$ cat config.mk
export PLATFORM = sky130hd
export DESIGN_NAME = ad9945_cfg_rx_flat
export DESIGN_NICKNAME = d
export VERILOG_FILES = /design/src/rtl/ad9945_pkg.sv /design/src/rtl/ad9945_cfg_rx_if.sv /design/src/rtl/ad9945_cfg_rx_sync.sv /design/src/rtl/ad9945_cfg_rx.sv /design/src/flat_wrapper.sv
export SDC_FILE = /design/constraint.sdc
export NUM_CORES = 1
export LEC_CHECK = 0
export CAP_MARGIN = 20
export CORE_ASPECT_RATIO = 0.9
export CORE_MARGIN = 3
export CORE_UTILIZATION = 30
export DETAILED_ROUTE_END_ITERATION = 8
export GPL_TIMING_DRIVEN = 0
export PLACE_DENSITY_LB_ADDON = 0.12
export REMOVE_ABC_BUFFERS = 1
export SLEW_MARGIN = 20
export SYNTH_ARGS = -nofsm -noshare
export SYNTH_HDL_FRONTEND = slang
export SYNTH_SLANG_ARGS = --single-unit
$ cat constraint.sdc
create_clock -name sys_clk -period 2.23 [get_ports sys_clk]
set_input_delay 0.669 -clock sys_clk [delete_from_list [all_inputs] [get_ports sys_clk]]
set_output_delay 0.669 -clock sys_clk [all_outputs]
set_load 0.02 [all_outputs]
$ cat src/rtl/ad9945_pkg.sv
// Shared AD9945 config-link definitions: register addresses, field widths, responder FSM states.
// Pure declarations; no latency or flow control of its own.
package ad9945_pkg;

    localparam int unsigned OPER_A    = 0;
    localparam int unsigned CTRL_A    = 1;
    localparam int unsigned CLAMP_A   = 2;
    localparam int unsigned VGA_A     = 3;

    localparam int unsigned FRAME_LEN = 15;

    localparam int unsigned OPER_W    = 7;
    localparam int unsigned CTRL_W    = 7;
    localparam int unsigned CLAMP_W   = 8;
    localparam int unsigned VGA_W     = 10;

    typedef enum logic [2:0] {
        WAIT_IDLE,
        IDLE,
        SHIFT,
        OVERRUN,
        COMMIT
    } state_t;

endpackage

$ cat src/rtl/ad9945_cfg_rx_if.sv
// Link pins and register-image/write-report outputs of the AD9945 config responder.
// err_cnt exists only when CFG_RX_ERR_CNT_EN is defined; no flow control on any signal.
interface ad9945_cfg_rx_if #(
    parameter int ADDR_W = 3,
    parameter int DATA_W = 12
);
    import ad9945_pkg::*;

    logic                SL;
    logic                SCK;
    logic                SDATA;
    logic [OPER_W-1:0]   Oper;
    logic [CTRL_W-1:0]   Ctrl;
    logic [CLAMP_W-1:0]  Clamp;
    logic [VGA_W-1:0]    VGA_Gain;
    logic                wr_valid;
    logic [ADDR_W-1:0]   wr_addr;
    logic [DATA_W-1:0]   wr_data;
    logic                frame_err;
`ifdef CFG_RX_ERR_CNT_EN
    logic [7:0]          err_cnt;
`endif

    modport slave (
        input  SL, SCK, SDATA,
        output Oper, Ctrl, Clamp, VGA_Gain, wr_valid, wr_addr, wr_data, frame_err
`ifdef CFG_RX_ERR_CNT_EN
        , output err_cnt
`endif
    );

    modport master (
        output SL, SCK, SDATA,
        input  Oper, Ctrl, Clamp, VGA_Gain, wr_valid, wr_addr, wr_data, frame_err
`ifdef CFG_RX_ERR_CNT_EN
        , input err_cnt
`endif
    );

endinterface

$ cat src/rtl/ad9945_cfg_rx_sync.sv
// Synchronizes SL/SCK/SDATA into the system clock and flags SL rise/fall and SCK rise.
// Latency SYNC_STAGES clocks to synced level, edge flags combinational off the last stage; no backpressure.
module cfg_rx_sync #(
    parameter int SYNC_STAGES = 2
) (
    input  logic clk,
    input  logic rst_n,
    input  logic sl,
    input  logic sck,
    input  logic sdata,
    output logic sl_s,
    output logic sl_rise,
    output logic sl_fall,
    output logic sck_rise,
    output logic sdata_s
);

    logic [SYNC_STAGES-1:0] sl_sync_q, sl_sync_d;
    logic [SYNC_STAGES-1:0] sck_sync_q, sck_sync_d;
    logic [SYNC_STAGES-1:0] sdata_sync_q, sdata_sync_d;
    logic                   sl_prev_q, sl_prev_d;
    logic                   sck_prev_q, sck_prev_d;

    always_comb begin
        sl_sync_d    = {sl_sync_q[SYNC_STAGES-2:0], sl};
        sck_sync_d   = {sck_sync_q[SYNC_STAGES-2:0], sck};
        sdata_sync_d = {sdata_sync_q[SYNC_STAGES-2:0], sdata};
        sl_prev_d    = sl_sync_q[SYNC_STAGES-1];
        sck_prev_d   = sck_sync_q[SYNC_STAGES-1];
    end

    // Chains reset low so a frame already in flight at reset release never looks like a fresh SL fall.
    always_ff @(posedge clk or negedge rst_n) begin
        if (!rst_n) begin
            sl_sync_q    <= '0;
            sck_sync_q   <= '0;
            sdata_sync_q <= '0;
            sl_prev_q    <= 1'b0;
            sck_prev_q   <= 1'b0;
        end else begin
            sl_sync_q    <= sl_sync_d;
            sck_sync_q   <= sck_sync_d;
            sdata_sync_q <= sdata_sync_d;
            sl_prev_q    <= sl_prev_d;
            sck_prev_q   <= sck_prev_d;
        end
    end

    assign sl_s     = sl_sync_q[SYNC_STAGES-1];
    assign sl_rise  =  sl_sync_q[SYNC_STAGES-1] & ~sl_prev_q;
    assign sl_fall  = ~sl_sync_q[SYNC_STAGES-1] &  sl_prev_q;
    assign sck_rise =  sck_sync_q[SYNC_STAGES-1] & ~sck_prev_q;
    assign sdata_s  = sdata_sync_q[SYNC_STAGES-1];

endmodule

$ cat src/rtl/ad9945_cfg_rx.sv
// AD9945 3-wire config responder: deframes LSB-first writes into the register image; err_cnt via CFG_RX_ERR_CNT_EN.
// wr_valid lands SYNC_STAGES+2 clocks after the SL pin rises; no backpressure, SCK phases must be >= SYNC_STAGES+1 clocks.
module ad9945_cfg_rx
    import ad9945_pkg::*;
#(
    parameter int ADDR_W      = 3,
    parameter int DATA_W      = 12,
    parameter int SYNC_STAGES = 2
) (
    input  logic          sys_clk,
    input  logic          sys_rst_n,
    ad9945_cfg_rx_if.slave cfg
);

    localparam int FL = ADDR_W + DATA_W;

    logic sl_s, sl_rise, sl_fall, sck_rise, sdata_s;

    cfg_rx_sync #(.SYNC_STAGES(SYNC_STAGES)) u_sync (
        .clk      (sys_clk),
        .rst_n    (sys_rst_n),
        .sl       (cfg.SL),
        .sck      (cfg.SCK),
        .sdata    (cfg.SDATA),
        .sl_s     (sl_s),
        .sl_rise  (sl_rise),
        .sl_fall  (sl_fall),
        .sck_rise (sck_rise),
        .sdata_s  (sdata_s)
    );

    state_t              state_q, state_d;
    logic [4:0]          bit_cnt_q, bit_cnt_d;
    logic [FL-1:0]       sr_q, sr_d;
    logic [OPER_W-1:0]   oper_q, oper_d;
    logic [CTRL_W-1:0]   ctrl_q, ctrl_d;
    logic [CLAMP_W-1:0]  clamp_q, clamp_d;
    logic [VGA_W-1:0]    vga_q, vga_d;
    logic                wr_valid_q, wr_valid_d;
    logic [ADDR_W-1:0]   wr_addr_q, wr_addr_d;
    logic [DATA_W-1:0]   wr_data_q, wr_data_d;
    logic                frame_err_q, frame_err_d;

    always_comb begin
        state_d     = state_q;
        bit_cnt_d   = bit_cnt_q;
        sr_d        = sr_q;
        oper_d      = oper_q;
        ctrl_d      = ctrl_q;
        clamp_d     = clamp_q;
        vga_d       = vga_q;
        wr_valid_d  = 1'b0;
        wr_addr_d   = wr_addr_q;
        wr_data_d   = wr_data_q;
        frame_err_d = 1'b0;
        case (state_q)
            WAIT_IDLE: if (sl_s) state_d = IDLE;
            IDLE: if (sl_fall) begin
                state_d   = SHIFT;
                bit_cnt_d = '0;
                sr_d      = '0;
            end
            // SL rise outranks a coincident SCK rise: that bit is dropped and the count decides the frame.
            SHIFT: if (sl_rise) begin
                if (bit_cnt_q == 5'(FL)) begin
                    state_d = COMMIT;
                end else begin
                    frame_err_d = 1'b1;
                    state_d     = IDLE;
                end
            end else if (sck_rise) begin
                bit_cnt_d = bit_cnt_q + 5'd1;
                if (bit_cnt_q == 5'(FL)) state_d = OVERRUN;
                else                     sr_d    = {sdata_s, sr_q[FL-1:1]};
            end
            OVERRUN: if (sl_rise) begin
                frame_err_d = 1'b1;
                state_d     = IDLE;
            end
            COMMIT: begin
                wr_valid_d = 1'b1;
                wr_addr_d  = sr_q[ADDR_W-1:0];
                wr_data_d  = sr_q[FL-1:ADDR_W];
                if (sr_q[ADDR_W-1:0] == ADDR_W'(OPER_A))  oper_d  = sr_q[ADDR_W +: OPER_W];
                if (sr_q[ADDR_W-1:0] == ADDR_W'(CTRL_A))  ctrl_d  = sr_q[ADDR_W +: CTRL_W];
                if (sr_q[ADDR_W-1:0] == ADDR_W'(CLAMP_A)) clamp_d = sr_q[ADDR_W +: CLAMP_W];
                if (sr_q[ADDR_W-1:0] == ADDR_W'(VGA_A))   vga_d   = sr_q[ADDR_W +: VGA_W];
                state_d = IDLE;
            end
            default: state_d = WAIT_IDLE;
        endcase
    end

    always_ff @(posedge sys_clk or negedge sys_rst_n) begin
        if (!sys_rst_n) begin
            state_q     <= WAIT_IDLE;
            bit_cnt_q   <= '0;
            sr_q        <= '0;
            oper_q      <= '0;
            ctrl_q      <= '0;
            clamp_q     <= '0;
            vga_q       <= '0;
            wr_valid_q  <= 1'b0;
            wr_addr_q   <= '0;
            wr_data_q   <= '0;
            frame_err_q <= 1'b0;
        end else begin
            state_q     <= state_d;
            bit_cnt_q   <= bit_cnt_d;
            sr_q        <= sr_d;
            oper_q      <= oper_d;
            ctrl_q      <= ctrl_d;
            clamp_q     <= clamp_d;
            vga_q       <= vga_d;
            wr_valid_q  <= wr_valid_d;
            wr_addr_q   <= wr_addr_d;
            wr_data_q   <= wr_data_d;
            frame_err_q <= frame_err_d;
        end
    end

`ifdef CFG_RX_ERR_CNT_EN
    logic [7:0] err_cnt_q, err_cnt_d;

    always_comb begin
        err_cnt_d = err_cnt_q;
        if (frame_err_d && (err_cnt_q != 8'hFF)) err_cnt_d = err_cnt_q + 8'd1;
    end

    always_ff @(posedge sys_clk or negedge sys_rst_n) begin
        if (!sys_rst_n) err_cnt_q <= '0;
        else            err_cnt_q <= err_cnt_d;
    end

    assign cfg.err_cnt = err_cnt_q;
`endif

    assign cfg.Oper      = oper_q;
    assign cfg.Ctrl      = ctrl_q;
    assign cfg.Clamp     = clamp_q;
    assign cfg.VGA_Gain  = vga_q;
    assign cfg.wr_valid  = wr_valid_q;
    assign cfg.wr_addr   = wr_addr_q;
    assign cfg.wr_data   = wr_data_q;
    assign cfg.frame_err = frame_err_q;

endmodule

$ cat src/flat_wrapper.sv
// flat-port wrapper written by rule: the top's interface ports become plain ports
module ad9945_cfg_rx_flat import ad9945_pkg::*;
#(
    parameter int ADDR_W      = 3,
    parameter int DATA_W      = 12,
    parameter int SYNC_STAGES = 2
)
  (sys_clk, sys_rst_n, cfg_SL, cfg_SCK, cfg_SDATA, cfg_Oper, cfg_Ctrl, cfg_Clamp, cfg_VGA_Gain, cfg_wr_valid, cfg_wr_addr, cfg_wr_data, cfg_frame_err);
  ad9945_cfg_rx_if #(.ADDR_W(ADDR_W), .DATA_W(DATA_W)) cfg_i ();
  input  logic sys_clk;
  input  logic sys_rst_n;
  input wire logic [$bits(cfg_i.SL)-1:0] cfg_SL;
  input wire logic [$bits(cfg_i.SCK)-1:0] cfg_SCK;
  input wire logic [$bits(cfg_i.SDATA)-1:0] cfg_SDATA;
  output wire logic [$bits(cfg_i.Oper)-1:0] cfg_Oper;
  output wire logic [$bits(cfg_i.Ctrl)-1:0] cfg_Ctrl;
  output wire logic [$bits(cfg_i.Clamp)-1:0] cfg_Clamp;
  output wire logic [$bits(cfg_i.VGA_Gain)-1:0] cfg_VGA_Gain;
  output wire logic [$bits(cfg_i.wr_valid)-1:0] cfg_wr_valid;
  output wire logic [$bits(cfg_i.wr_addr)-1:0] cfg_wr_addr;
  output wire logic [$bits(cfg_i.wr_data)-1:0] cfg_wr_data;
  output wire logic [$bits(cfg_i.frame_err)-1:0] cfg_frame_err;
  assign cfg_i.SL = cfg_SL;
  assign cfg_i.SCK = cfg_SCK;
  assign cfg_i.SDATA = cfg_SDATA;
  assign cfg_Oper = cfg_i.Oper;
  assign cfg_Ctrl = cfg_i.Ctrl;
  assign cfg_Clamp = cfg_i.Clamp;
  assign cfg_VGA_Gain = cfg_i.VGA_Gain;
  assign cfg_wr_valid = cfg_i.wr_valid;
  assign cfg_wr_addr = cfg_i.wr_addr;
  assign cfg_wr_data = cfg_i.wr_data;
  assign cfg_frame_err = cfg_i.frame_err;
  ad9945_cfg_rx #(.ADDR_W(ADDR_W), .DATA_W(DATA_W), .SYNC_STAGES(SYNC_STAGES)) u_core (.sys_clk(sys_clk), .sys_rst_n(sys_rst_n), .cfg(cfg_i));
endmodule
* Word-level counts from Yosys, hierarchy flattened
Index checks and enable logic that the tools add are counted.
W data, S select, Z words.
** Storage, ports and cells
- Logic and storage cells :: 71
- Input bits :: 5
- Flip-flop bits (word level) :: 80
** Cells by class
- Bitwise gates (word level) :: 6
- Equality and inequality tests :: 16
- Multiplexer cells :: 22
- Add/sub/neg operators :: 1
- Reduce and logical (&&, ||, !) cells :: 10
** Operator list (count)
- $mux W15 :: 4
- $pmux W15 S2 :: 1
- $mux W3 :: 7
- $mux W5 :: 3
- $pmux W3 S5 :: 1
- $eq A3 B2 Y1 const B :: 4
- $pmux W5 S2 :: 1
- $reduce_and A5 Y1 :: 2
- $reduce_and A2 Y1 :: 4
- $eq A3 B1 Y1 const B :: 2
- $logic_not A3 Y1 :: 2
- $ne A2 B1 Y1 const B :: 3
- $ne A2 B2 Y1 const B :: 3
- $ne A3 B1 Y1 const B :: 2
- $add A5 B1 Y5 const B :: 1
- $eq A5 B4 Y1 const B :: 1
- $mux W1 :: 4
- $reduce_and A4 Y1 :: 1
- $and A1 B1 Y1 :: 3
- $eq A3 B3 Y1 const B :: 1
- $not A1 Y1 :: 3
- $pmux W1 S2 :: 1
- $reduce_bool A2 Y1 :: 1

* Depth between registers and ports, before layout
Gate-level depths: netlist of run 1.
- Depth after elaboration :: 5
- Mapped depth :: 7
- Depth with buffers taken out :: 6

* Hierarchy
A second synthesis of run 1 with hierarchy kept.
** Unflattened totals
- Cell total of the unflattened synthesis :: 206
- Area, all modules :: 3126.7 um^2
** By module, submodules not included
- ad9945_cfg_rx :: cells an instance 195, sequential area each 1801.7 um^2, area each 2905.3 um^2, times used 1
- cfg_rx_sync :: cells an instance 11, sequential area each 200.2 um^2, area each 221.5 um^2, times used 1

* Least setup slack after synthesis of run 1
No wires, ideal clock.
- Kind :: reg2reg
- Start :: register u_core.bit_cnt_q[0]
- End :: register u_core.sr_q[4]
- Path buffers :: 1
- Library setup time :: 0.121 ns
- Clock period less this slack :: 1.982 ns
- Slack :: 0.248 ns
- Stages on the path, launching flop included :: 8
- Arrival time :: 1.861 ns
- Cell sequence :: dfrtp_1 -> ha_1 -> and3_1 -> ha_1 -> nor4b_4 -> nor2_2 -> buf_6 -> a22o_1
** On the way
- Longest elaborated chain between the ends :: 3
** RTL lines
- from (decl) :: line ad9945_cfg_rx.sv:33 : logic [4:0] bit_cnt_q, bit_cnt_d;
- from (signal assigned) :: line ad9945_cfg_rx.sv:109 : bit_cnt_q <= bit_cnt_d;
- $eq A5 B4 Y1 :: line ad9945_cfg_rx.sv:73 : if (bit_cnt_q == 5'(FL)) state_d = OVERRUN;
- $ne A2 B2 Y1 (no source line)
- $reduce_and A5 Y1 (no source line)
- to (signal assigned) :: line ad9945_cfg_rx.sv:110 : sr_q <= sr_d;
- to (decl) :: line ad9945_cfg_rx.sv:34 : logic [FL-1:0] sr_q, sr_d;
No other way between the ends.
A chain may end at the register's enable or synchronous reset.

* Final worst setup path of run 1
- Start :: register u_core.state_q[0]
- End :: register u_core.vga_q[2], in the netlist u_core.cfg.VGA_Gain[2]
** On the way
- Longest elaborated chain between the ends :: 2
** RTL lines
- from (decl) :: line ad9945_cfg_rx.sv:32 : state_t state_q, state_d;
- from (signal assigned) :: line ad9945_cfg_rx.sv:108 : state_q <= state_d;
- $eq A3 B3 Y1 :: line ad9945_cfg_rx.sv:56 : case (state_q)
- $reduce_and A2 Y1 (no source line)
- to (signal assigned) :: line ad9945_cfg_rx.sv:114 : vga_q <= vga_d;
- to (decl) :: line ad9945_cfg_rx.sv:38 : logic [VGA_W-1:0] vga_q, vga_d;
No other way between the ends.

==> impl_results.md, run 1 <==
* Status: completed
* CTS tree: built
* Crit path DAT at 2.28 ns
* DRT antenna net count at 0
* Finished Cell Area at 4130 um^2
* Die area at 11,500 um^2
* Final critical-path share of the clock period at 92.9%
* Slew Viols, Final at 0
* Seq/Total Area, Yosys at 65.0%
* Avg WL per Cell at 16.3 um
* GR Overflow Total at 0
* Multi-input gate area at 1040 um^2
* DRT Wirelength at 6.35 mm
* Register area at 2000 um^2
* Num Clock Sinks at 80
* Yosys reg bits at 80
* Core ar. at 9830 um^2
* Via Count at 1,847
* Fin util at 42.0%
* Setup Crit Path Kind: reg -> reg
* Worst min-delay path class: in -> async
* Clock buffer count from CTS at 9
* Synthesized netlist cell count at 201
* Crit end category: flip-flop
* # hold bufs at CTS at 0
* Highest clock rate at 0.483 GHz
* Iter 0 DRT Violations at 43
* Max IR drop VDD at 0.000406 V
* Diode count at 0
* Max-cap violations at 0
* Row cnt at 34
* Syn_area_per_cell at 15.3 um^2
* Count of different cell masters after synthesis at 34
* Min cycle time layout at 2.07 ns
* Largest net degree at the start of global routing at 44
* Vias/cell at 4.74
* Residual DRC count at 0
* Vert. Die Dim at 102 um
* Placed cell areas at 3770 um^2
* Critical path's largest stage delay at 0.53 ns
* First-pass GRT wire length at 10.7 mm
* Fill count at 921
* CP cell instances: nor4b_2 -> nand3_1 -> mux2_2
* CTS HTree Levels at 3
* Starting Density at 31.3%
* Critical-path top delay cell: nand3_1
* Leak at 1.91 nW
* Synthesized cell area at 3080 um^2
* Final number of setup-violating endpoints at 0
* Final HPWL DP at 4.09 mm
* Unrepaired setup endpoints after global routing: true
* Crit path max fanout at 10
* YS warnings at 0
* Clock Pin Slew Worst Setup and Hold Paths at 0.06 ns
* Initial antenna violation count at 0
* Vias in the first global route at 1,991
* GRT Util Overall at 11.9%
* Final nets at 268
* Insertion delay to the later sink of the worst-skew pair at 0.33 ns
* Hold Vio Cnt, Final at 0
* Clk buf depth at 2
* # port buffers at 53
* Layout cell share with drive strength beyond 1 at 27.3%
* Slew of the pin with the lowest slew margin at 0.681 ns
* Final Wtd Congestion at 0.722
* Worst path required time at 2.44 ns
* Worst Setup Start Kind: flip-flop
* First-pass iteration count of the detailed router at 4
* Ports at 54
* Die W at 113 um
* Clock skew at 0.00589 ns
* Pwr Density at 833 nW/um^2
* Synthesis-to-finish area growth at 34.0%
* Relative slew margins at 54.5%
* Root Buffer: clkbuf_16
sequential cells by signal (all words and copies together) (netlist names), 3 cells and up:
register             count
u_core.cfg.Oper          7
u_core.bit_cnt_q         5
u_core.state_q           3
u_core.sr_q             15
u_core.cfg.VGA_Gain     10
u_core.cfg.Clamp         8
u_core.cfg.Ctrl          7
u_core.cfg.wr_addr       3
u_core.cfg.wr_data      12
path summary, 6_finish.rpt:
kind,start,end,slack (ns),cells past startpoint
hold reg to reg,u_core.u_sync.sl_sync_q[0]$_DFF_PN0_,u_core.u_sync.sl_sync_q[1]$_DFF_PN0_,0.34,0
min in group sys_clk,u_core.u_sync.sl_sync_q[0]$_DFF_PN0_,u_core.u_sync.sl_sync_q[1]$_DFF_PN0_,0.34,0
setup / recovery,u_core.state_q[0]$_DFFE_PN0P_,u_core.cfg.VGA_Gain[2]$_DFFE_PN0P_,0.16,3
max in group asynchronous,sys_rst_n,u_core.cfg.Clamp[4]$_DFFE_PN0P_,1.33,2
setup reg to reg,u_core.state_q[0]$_DFFE_PN0P_,u_core.cfg.VGA_Gain[2]$_DFFE_PN0P_,0.16,3
hold / removal,sys_rst_n,u_core.cfg.frame_err$_DFF_PN0_,0.32,1
layout make-up:
class,count,area share [%]
Clock buffer,10,5.79
Clock inverter,5,2.52
Inverter,2,0.182
Multi-Input combinational cell,111,25.2
Sequential cell,80,48.5
Tap cell,126,3.82
Timing Repair Buffer,56,14.0
critical path: cells and delay by family (launching register included):
| kind | cells | cell delay [ns] |
|---|---|---|
| muxes | 1 | 0.46 |
| and+or+nand+nor | 2 | 0.98 |
| DFF | 1 | 0.51 |
where the power goes:
group	internal (mW)	total, mW	switching (mW)
logic	0.0776	0.184	0.106
registers	1.50	1.57	0.0688
clock network	1.12	1.69	0.567
total	2.70	3.44	0.743
synthesized netlist by cell type:
master / instances / area (um^2)
buf_6: 1 / 11.3
ha_1: 3 / 37.5
a311oi_1: 1 / 8.76
o32ai_1: 1 / 8.76
nor2_2: 1 / 6.26
clkbuf_1: 1 / 3.75
buf_2: 6 / 30.0
o21ai_0: 1 / 5.00
a22o_1: 16 / 140
nor4_1: 2 / 12.5
nand3b_1: 2 / 15.0
nor3b_1: 2 / 15.0
a211o_1: 1 / 8.76
a31oi_1: 1 / 6.26
nand3_1: 4 / 20.0
or3b_4: 1 / 11.3
nor3b_2: 2 / 25.0
nand2b_1: 2 / 12.5
nor2b_1: 3 / 18.8
inv_1: 2 / 7.51
mux2_2: 47 / 529
o2bb2ai_1: 1 / 8.76
or4_1: 1 / 7.51
and3_1: 4 / 25.0
o31ai_1: 1 / 7.51
o21a_1: 1 / 7.51
nor4b_4: 1 / 23.8
nand2_1: 2 / 7.51
nor4b_1: 1 / 8.76
nor4b_2: 1 / 15.0
dfrtp_1: 80 / 2000
nor3_1: 1 / 5.00
a21oi_1: 2 / 10.0
nor2_1: 5 / 18.8
cells by family (layout without fill, tap and decap cells):
family	after synthesis	count (layout)	synth area share, %
simple gates	35	35	8.04
compound gates	26	26	6.86
flops	80	80	65.0
buf+inv	10	73	1.71
mux	47	47	17.2
fa+ha+maj	3	3	1.22
stage by stage:
stage	total power, mW	setup slack [ns]	hold WS (ns)	cells	setup TNS, ns
floorplan	1.69	0.0438	0.331	193	0
global placement	1.77	-2.53	0.334	372	-211.18
global route	3.58	-0.0116	0.352	390	-0.0387
finish	3.44	0.159	0.322	390	0
detailed placement	1.78	-0.465	0.336	374	-6.87
CTS	3.49	0.113	0.334	390	0
cell usage in the layout, fill, tap and decap left out, drive strengths merged:
master / n
bufinv: 3
o32ai: 1
nor2b: 3
a21oi: 2
or3b: 1
nand3b: 2
buf: 4
clkbuf: 10
nor3: 1
nor2: 6
and3: 4
nor4b: 3
nand3: 4
a211o: 1
o21a: 1
a22o: 16
nand2: 2
o21ai: 1
o2bb2ai: 1
o31ai: 1
mux2: 47
dfrtp: 80
clkdlybuf4s50: 52
nor4: 2
nand2b: 2
nor3b: 4
ha: 3
a31oi: 1
inv: 3
or4: 1
clkinv: 1
a311oi: 1
what timing repair did:
| item | in CTS | in global routing |
|---|---|---|
| resized for setup | 1 | 0 |
| endpoints found under the setup margin | 22 | 4 |
| pin swaps | 1 | 0 |
| buffers inserted | 1 | 0 |
| cloned | 0 | 0 |
metal layers:
| metal | part of all wire, % | vias up | global-route usage [%] |
|---|---|---|---|
| li1 | - | 858 | - |
| met1 | 49 | 937 | 16.9 |
| met2 | 45 | 48 | 17.3 |
| met3 | 5.3 | 4 | 4.14 |
| met4 | 0.84 | 0 | 3.33 |
| met5 | 0 | - | 0 |
(Power assumes the default switching activity.)
==> run 2, diff against run 1 <==
--- a/config.mk
+++ b/config.mk
@@ -5,7 +5,6 @@
 export SDC_FILE = /design/constraint.sdc
 export NUM_CORES = 1
 export LEC_CHECK = 0
-export CAP_MARGIN = 20
 export CORE_ASPECT_RATIO = 0.9
 export CORE_MARGIN = 3
 export CORE_UTILIZATION = 30
==> results of run 2 <==
Same layout as run 1: the final DEF is identical, and so are final timing and power.
